--- config.mk ---
export PLATFORM = sky130hd
export DESIGN_NAME = rv32i_fetch
export DESIGN_NICKNAME = d
export VERILOG_FILES = /design/src/rtl/rv32i_pkg.sv /design/src/rtl/rv32i_fetch.sv
export SDC_FILE = /design/constraint.sdc
export NUM_CORES = 1
export LEC_CHECK = 0
export BUFFER_PORTS_ARGS = -buffer_cell sky130_fd_sc_hd__buf_4
export CORE_MARGIN = 4
export CORE_UTILIZATION = 43
export DETAILED_ROUTE_END_ITERATION = 12
export PLACE_DENSITY = 0.76
export SLEW_MARGIN = 5
export SYNTH_ARGS = -nofsm -noshare
export SYNTH_HDL_FRONTEND = slang
export SYNTH_SLANG_ARGS = --single-unit
--- constraint.sdc ---
create_clock -name clk_i -period 2.8 [get_ports clk_i]
set_input_delay 0.84 -clock clk_i [delete_from_list [all_inputs] [get_ports clk_i]]
set_output_delay 0.84 -clock clk_i [all_outputs]
set_load 0.01 [all_outputs]
--- src/rtl/rv32i_pkg.sv ---
`default_nettype none
// ============================================================================
// Module   : rv32i_pkg
// Brief    : Shared RV32I constants, fetch state encoding and fault codes.
// Revision : 1.0
// ============================================================================
package rv32i_pkg;

    localparam int RV_XLEN     = 32;
    localparam int RV_REG_BITS = 5;

    localparam logic [1:0] S_IDLE  = 2'b00;
    localparam logic [1:0] S_WAIT  = 2'b01;
    localparam logic [1:0] S_DRAIN = 2'b10;
    localparam logic [1:0] S_FAULT = 2'b11;

    typedef enum logic [1:0] {
        ST_IDLE  = S_IDLE,
        ST_WAIT  = S_WAIT,
        ST_DRAIN = S_DRAIN,
        ST_FAULT = S_FAULT
    } fetch_state_e;

    localparam logic [1:0] FAULT_NONE     = 2'b00;
    localparam logic [1:0] FAULT_MISALIGN = 2'b01;
    localparam logic [1:0] FAULT_TIMEOUT  = 2'b10;

endpackage
`default_nettype wire

--- src/rtl/rv32i_fetch.sv ---
`default_nettype none
// ============================================================================
// Module   : rv32i_fetch
// Brief    : Instruction fetch unit: one outstanding memory read with
//            flush, misalignment and timeout handling.
// Revision : 1.0
// ============================================================================
module rv32i_fetch
    import rv32i_pkg::*;
#(
    parameter int XLEN    = RV_XLEN,
    parameter int ILEN    = 32,
    parameter int TIMEOUT = 15
) (
    input  logic            clk_i,
    input  logic            reset_i,
    input  logic            fetch_i,
    input  logic            flush_i,
    input  logic [XLEN-1:0] pc_i,
    output logic [XLEN-1:0] mem_addr_o,
    output logic            mem_read_o,
    input  logic [XLEN-1:0] mem_data_i,
    input  logic            mem_ready_i,
    output logic [ILEN-1:0] instruction_o,
    output logic            instruction_valid_o,
    output logic            busy_o,
    output logic [1:0]      fault_o
);

    localparam int CW = $clog2(TIMEOUT + 1);

    fetch_state_e    r_state, w_state_nxt;
    logic [XLEN-1:0] r_addr,  w_addr_nxt;
    logic            r_read,  w_read_nxt;
    logic [ILEN-1:0] r_instr, w_instr_nxt;
    logic            r_valid, w_valid_nxt;
    logic [1:0]      r_fault, w_fault_nxt;
    logic [CW-1:0]   r_cnt,   w_cnt_nxt;
    logic            w_timeout;

    always_ff @(posedge clk_i or posedge reset_i) begin
        if (reset_i) begin
            r_state <= ST_IDLE;
            r_addr  <= '0;
            r_read  <= 1'b0;
            r_instr <= '0;
            r_valid <= 1'b0;
            r_fault <= FAULT_NONE;
            r_cnt   <= '0;
        end else begin
            r_state <= w_state_nxt;
            r_addr  <= w_addr_nxt;
            r_read  <= w_read_nxt;
            r_instr <= w_instr_nxt;
            r_valid <= w_valid_nxt;
            r_fault <= w_fault_nxt;
            r_cnt   <= w_cnt_nxt;
        end
    end

    always_comb begin
        w_state_nxt = r_state;
        w_addr_nxt  = r_addr;
        w_read_nxt  = r_read;
        w_instr_nxt = r_instr;
        w_valid_nxt = r_valid;
        w_fault_nxt = r_fault;
        w_cnt_nxt   = r_cnt;
        // This is the TIMEOUT-th consecutive cycle without ready.
        w_timeout   = (r_cnt == CW'(TIMEOUT - 1));

        case (r_state)
            ST_IDLE, ST_FAULT: begin
                if (flush_i) begin
                    w_valid_nxt = 1'b0;
                    w_fault_nxt = FAULT_NONE;
                    w_state_nxt = ST_IDLE;
                end else if (fetch_i) begin
                    w_valid_nxt = 1'b0;
                    w_cnt_nxt   = '0;
                    if (pc_i[1:0] == 2'b00) begin
                        w_addr_nxt  = pc_i;
                        w_read_nxt  = 1'b1;
                        w_fault_nxt = FAULT_NONE;
                        w_state_nxt = ST_WAIT;
                    end else begin
                        w_fault_nxt = FAULT_MISALIGN;
                        w_state_nxt = ST_FAULT;
                    end
                end
            end

            ST_WAIT: begin
                if (mem_ready_i) begin
                    w_read_nxt  = 1'b0;
                    w_state_nxt = ST_IDLE;
                    if (!flush_i) begin
                        w_instr_nxt = mem_data_i[ILEN-1:0];
                        w_valid_nxt = 1'b1;
                    end
                end else if (w_timeout) begin
                    w_read_nxt  = 1'b0;
                    w_state_nxt = flush_i ? ST_IDLE : ST_FAULT;
                    w_fault_nxt = flush_i ? FAULT_NONE : FAULT_TIMEOUT;
                end else begin
                    w_cnt_nxt = r_cnt + 1'b1;
                    if (flush_i) begin
                        w_state_nxt = ST_DRAIN;
                    end
                end
            end

            ST_DRAIN: begin
                // Read stays asserted until the abandoned response lands.
                if (mem_ready_i || w_timeout) begin
                    w_read_nxt  = 1'b0;
                    w_state_nxt = ST_IDLE;
                end else begin
                    w_cnt_nxt = r_cnt + 1'b1;
                end
            end

            default: begin
                w_state_nxt = ST_IDLE;
                w_read_nxt  = 1'b0;
            end
        endcase
    end

    assign mem_addr_o          = r_addr;
    assign mem_read_o          = r_read;
    assign instruction_o       = r_instr;
    assign instruction_valid_o = r_valid;
    assign fault_o             = r_fault;
    assign busy_o              = (r_state == ST_WAIT) || (r_state == ST_DRAIN);

endmodule
`default_nettype wire

==> results.cfg, run 1 <==
[routing]
ant_nets = 0
wl_per_cell_um = 15.3
drt-pass1-iter-count = 4
wirelength_mm = 6.94
drc = 0
vias = 2183
vias_per_cell = 4.81
drt_iter0_drc = 38

[sta]
clock_skew_ps = 10.3
worst_slack_ps = 181
worst_pin_slew_ps = 615
timing.fmax_ghz = 0.382
finalSetupViolations = 0
fin_crit_ps = 2620
rsz0062_at_grt = no
slew_violations = 0
post-route-period-util_pct = 93.5
max_slew_margin_pct = 59.0
hold_viol_final = 0
setup_tns_ps = 0

[critical_path]
crit_required_ps = 1960
worstReg2RegStart = r_state[0]
end_kind = output pin
r2r_cells = 5
crit_fanout = 11
critPathKind = flop to output pin
worstSetupEndpoint = busy_o
crit_path_start_kind = flop
timing.rr.end = mem_addr_o[8]
r2r_setup_slack_ps = 750
startpoint = r_state[0]
arrival_ps = 1780

[die]
io_pins = 138
dieArea_um2 = 8810
die_w_um = 93.8
initial_core_util_pct = 43.9
fp.coreArea_um2 = 7210
rows = 31
die_h_um = 93.8

[placement]
gp_congestion = 0.795
dp_slack_ps = 536
numPortBuffers = 137
dp_hpwl_mm = 5.25

[clocking]
cts_resized = 0
clk_latency_ps = 340
cts_buffer_depth = 2
holdBufCountCts = 0
cts_buffers = 9
cts.sink_count = 74
postCtsSetupBuffers = 0
cts-root-buf = clkbuf_8
clk_pin_slew_ps = 70
h-tree-depth = 3
cts_tree = yes

[status]
status = finished, final reports clean

[synthesis]
syn_area_um2 = 3170
synthSimpleGateAreaFrac_pct = 5.61
synth_mux_area_share_pct = 26.7
synthXorXnorAreaFrac_pct = 0
synth_nets = 281
yosys_warnings = 0
ys_ff_latch = 74
synth_seq_area_share_pct = 58.5
yosysUniqueCellTypes = 39
syn_avg_cell_area_um2 = 15.2
synthAdderAreaFrac_pct = 1.58
syn_inst = 208
synth_top_family_by_area = multiplexers
synth_compound_area_share_pct = 4.90

[global_route]
grt_max_degree = 48
antenna_found_initial = 0
grt.overflow.total = 0
grt_pass1_wl_mm = 11.0
grt_usage_pct = 15.9
grt_pass1_vias = 2261

[finish]
syn_to_final_growth_pct = 41.7
multi_input_area_um2 = 1230
antennaDiodeCount = 0
drive_gt1_share_pct = 62.8
final_cell_mix = buf_4 (138), dfrtp_1 (74), mux2_2 (33)
regArea_um2 = 1850
nFillCells = 596
final_common_cell = buf_4
nNetsFinal = 423

[flow_run]
drv_cap = 0

[power_and_ir_drop]
powerDensity_nw_per_um2 = 1060
cellLeakagePower_uw = 0.00230
ir_drop_mv = 0.588

[worst_hold_path]
hold_path_class = flop to flop
[worst min path at each step]
stage | startpoint | end | slack (ps) | depth (start not counted)
after floorplan | r_cnt[1] | r_cnt[1] | 500 | 2
after global placement | mem_addr_o[1] | mem_addr_o[1] | 480 | 1
after detailed placement | mem_addr_o[1] | mem_addr_o[1] | 480 | 1
after global routing | instruction_o[18] | instruction_o[18] | 520 | 1
final | mem_addr_o[1] | mem_addr_o[1] | 490 | 1
after CTS | mem_addr_o[1] | mem_addr_o[1] | 500 | 1
[cell type report]
cell class              instances  area share, %
flip-flops and latches         74           41.3
inverters                       6          0.585
repair buffers                139           23.5
well taps                      99           2.76
clock inverters                 6           1.45
clock buffers                  10           3.07
multi-input cells             120           27.3
[critical path: stages, from the launching register on]
cell	delay, ps
dfrtp_1	350
inv_1	60
ha_1	550
clkinvlp_4	280
buf_4	200
[stage by stage]
step	instances	hold slack (ps)	instance area (um2)	total power, uW	util (%)
after floorplan	208	501	3170	2960	-
after global placement	438	477	4280	3920	59.3
after detailed placement	438	485	4280	3980	59.3
after CTS	454	504	4480	4830	62.2
after global routing	454	516	4490	5080	62.2
final	454	494	4490	4770	62.2
[report_power, final]
part	internal, uW	total (uW)	leakage, uW	switching, uW
sequential	1570	1860	0.000906	292
clock	438	831	0.000103	393
combinational	1240	2080	0.00129	843
total	3250	4770	0.00230	1530
[registers in the layout, indices dropped and copies added (netlist names)]
name	cells
mem_read_o	1
fault_o	2
r_cnt	4
instruction_valid_o	1
r_state	2
mem_addr_o	32
instruction_o	32
[cell usage after synthesis]
cell type	instances	area (um2)
dfrtp_1	74	1850
mux2_2	33	372
mux2_4	28	420
nand2_1	7	26.3
nor2_1	6	22.5
inv_1	5	18.8
ha_1	4	50.1
o21ai_0	4	20.0
a21oi_1	3	15.0
and2_1	3	18.8
buf_4	3	22.5
buf_6	3	33.8
mux2i_1	3	30.0
a22o_1	2	17.5
buf_2	2	10.0
mux2_1	2	22.5
nor2b_1	2	12.5
o22ai_1	2	12.5
o31ai_1	2	15.0
a21boi_0	1	7.51
a221o_1	1	10.0
a22oi_1	1	7.51
a311o_1	1	10.0
a31oi_1	1	6.26
a31oi_2	1	12.5
a32oi_1	1	8.76
and3_1	1	6.26
clkinv_1	1	3.75
nand3_1	1	5.00
nand3_4	1	17.5
nand3b_1	1	7.51
nand3b_4	1	20.0
nand4_1	1	6.26
nand4b_1	1	8.76
nor2b_4	1	13.8
nor4_1	1	6.26
o21ai_1	1	5.00
o21bai_1	1	7.51
or2_2	1	6.26
[logic make-up after synthesis]
| logic type | after synthesis |
|---|---|
| adders and majority gates | 4 |
| AOI/OAI and AO/OA | 22 |
| buffers and inverters | 14 |
| DFF | 74 |
| muxes | 66 |
| and+or+nand+nor | 28 |
[metal layers]
layer / track usage [%] / vias to the layer above / share of wire [%]
li1: - / 1025 / -
met1: 20.8 / 1051 / 41
met2: 25.3 / 99 / 48
met3: 4.41 / 8 / 9.5
met4: 5.78 / 0 / 1.0
met5: 0 / - / 0
(Power assumes the default switching activity.)
==> inputs of run 2 (changes only) <==
--- a/config.mk
+++ b/config.mk
@@ -9,6 +9,7 @@
 export CORE_MARGIN = 4
 export CORE_UTILIZATION = 43
 export DETAILED_ROUTE_END_ITERATION = 12
+export MAX_ROUTING_LAYER = met4
 export PLACE_DENSITY = 0.76
 export SLEW_MARGIN = 5
 export SYNTH_ARGS = -nofsm -noshare
==> run 2 against run 1 <==
Sequential power about the same. Global-route usage up 0.47 points. Power hardly changed. Critical path type unchanged. Largest cell class unchanged. Highest routed layer unchanged.
==> results.cfg, run 2 (same netlist as run 1, synthesis figures left out) <==
[finish]
syn_to_final_growth_pct = 41.7
nFillCells = 596
final_cell_mix = buf_4 (138), dfrtp_1 (74), mux2_2 (33)
antennaDiodeCount = 0
final_common_cell = buf_4
nNetsFinal = 423
drive_gt1_share_pct = 62.8

[critical_path]
cp_num_buf_inv = 3
cpLargestDelayFamily = adder cells
crit_path_start_kind = flop
arrival_ps = 1790
end_kind = output pin
critPathKind = flop to output pin
r2r_setup_slack_ps = 740
cp_slowest_cell = ha_1
crit_fanout = 11
crit_chain = inv_1 -> ha_1 -> clkinvlp_4 -> buf_4
r2r_cells = 5
timing.rr.end = mem_addr_o[8]
cpPeakStageDelay_ps = 560
crit_required_ps = 1960
worstReg2RegStart = r_state[0]

[clocking]
holdBufCountCts = 0
h-tree-depth = 3
cts.sink_count = 74
clk_pin_slew_ps = 70
cts_buffer_depth = 2
cts_buffers = 9
cts_tree = yes
cts-root-buf = clkbuf_8
clk_latency_ps = 340

[worst_hold_path]
whs_endpoint = mem_addr_o[1]
worstHoldStart = mem_addr_o[1]
hold_path_depth = 1
hold_path_class = flop to flop

[routing]
highest_layer = met4
wirelength_mm = 6.95
dr_wl_met3_um = 633
drt-pass1-iter-count = 4
met1_length_mm = 2.92
drt_iter0_drc = 32
wl_met2_mm = 3.34
vias_per_cell = 4.80
drc = 0
wl_per_cell_um = 15.3
vias = 2177
ant_nets = 0

[sta]
finalSetupViolations = 0
hold_viol_final = 0
fin_crit_ps = 2630
post-route-period-util_pct = 93.8
clock_skew_ps = 10.5
rsz0062_at_grt = no
max_slew_margin_pct = 59.0
worst_pin_slew_ps = 614
timing.fmax_ghz = 0.381
slew_violations = 0
setup_tns_ps = 0

[power_and_ir_drop]
total_power_uw = 4780
ir_drop_mv = 0.589
cellLeakagePower_uw = 0.00230
powerDensity_nw_per_um2 = 1060

[die]
rows = 31
fp.coreArea_um2 = 7210
dieArea_um2 = 8810
io_pins = 138
die_h_um = 93.8
die_w_um = 93.8
initial_core_util_pct = 43.9

[global_route]
grt_max_degree = 48
antenna_found_initial = 0
grt_usage_pct = 16.4
grt_pass1_wl_mm = 11.0
grt.overflow.total = 0
grt_pass1_vias = 2254

[flow_run]
drv_cap = 0

[placement]
gp_congestion = 0.806
numPortBuffers = 137
dp_hpwl_mm = 5.25

[status]
status = finished, final reports clean
-- run 2: cell counts in the layout (fill, tap and decap cells not counted) --
Identical to the previous run, type by type.
-- run 2: where the power goes --
group,switching [uW],total [uW],internal (uW)
clock network,395,833,438
logic,844,2080,1240
registers,291,1860,1570
total,1530,4780,3250
-- run 2: final cells by class --
class / count / area (um2) / share of cell area, %
flip-flops and latches: 74 / 1850 / 41.3
multi-input cells: 120 / 1230 / 27.3
repair buffers: 139 / 1060 / 23.5
inverters: 6 / 26.3 / 0.585
well taps: 99 / 124 / 2.76
clock buffers: 10 / 138 / 3.07
clock inverters: 6 / 65.1 / 1.45
-- run 2: through the flow --
step | hold slack, ps | setup slack, ps | instance area [um2] | instances | utilization (%)
3_3_place_gp | 477 | 557 | 4280 | 438 | 59.3
3_5_place_dp | 485 | 536 | 4280 | 438 | 59.3
6_report | 494 | 172 | 4490 | 454 | 62.2
2_1_floorplan | 501 | 78.4 | 3170 | 208 | -
5_1_grt | 516 | 18.7 | 4490 | 454 | 62.2
4_1_cts | 504 | 149 | 4480 | 454 | 62.2
-- run 2: worst max-delay path by stage --
stage                    start              to  slack, ps  cells after the start
floorplan              reset_i      fault_o[0]         80                      1
global placement    r_state[0]          busy_o        560                      4
detailed placement     pc_i[0]  mem_addr_o[27]        540                      5
CTS                 r_state[0]          busy_o        150                      4
global route        r_state[0]          busy_o         20                      4
finish              r_state[0]          busy_o        170                      4
-- run 2: per-layer routing --
layer,global-route usage [%],up-vias
met1,21.4,1036
li1,-,1028
met2,25.3,105
met3,3.77,8
met5,-,-
met4,5.78,0
-- run 2: what timing repair did --
item                       CTS  global route
buffers inserted             0             0
setup endpoints to repair    0             1
resized for setup            0             1
-- run 2: worst register-to-register path, stage by stage (launching register included) --
cell and delay (ps):
dfrtp_1 350, inv_1 60, ha_1 560, nand3_4 280, buf_4 350, mux2_4 350
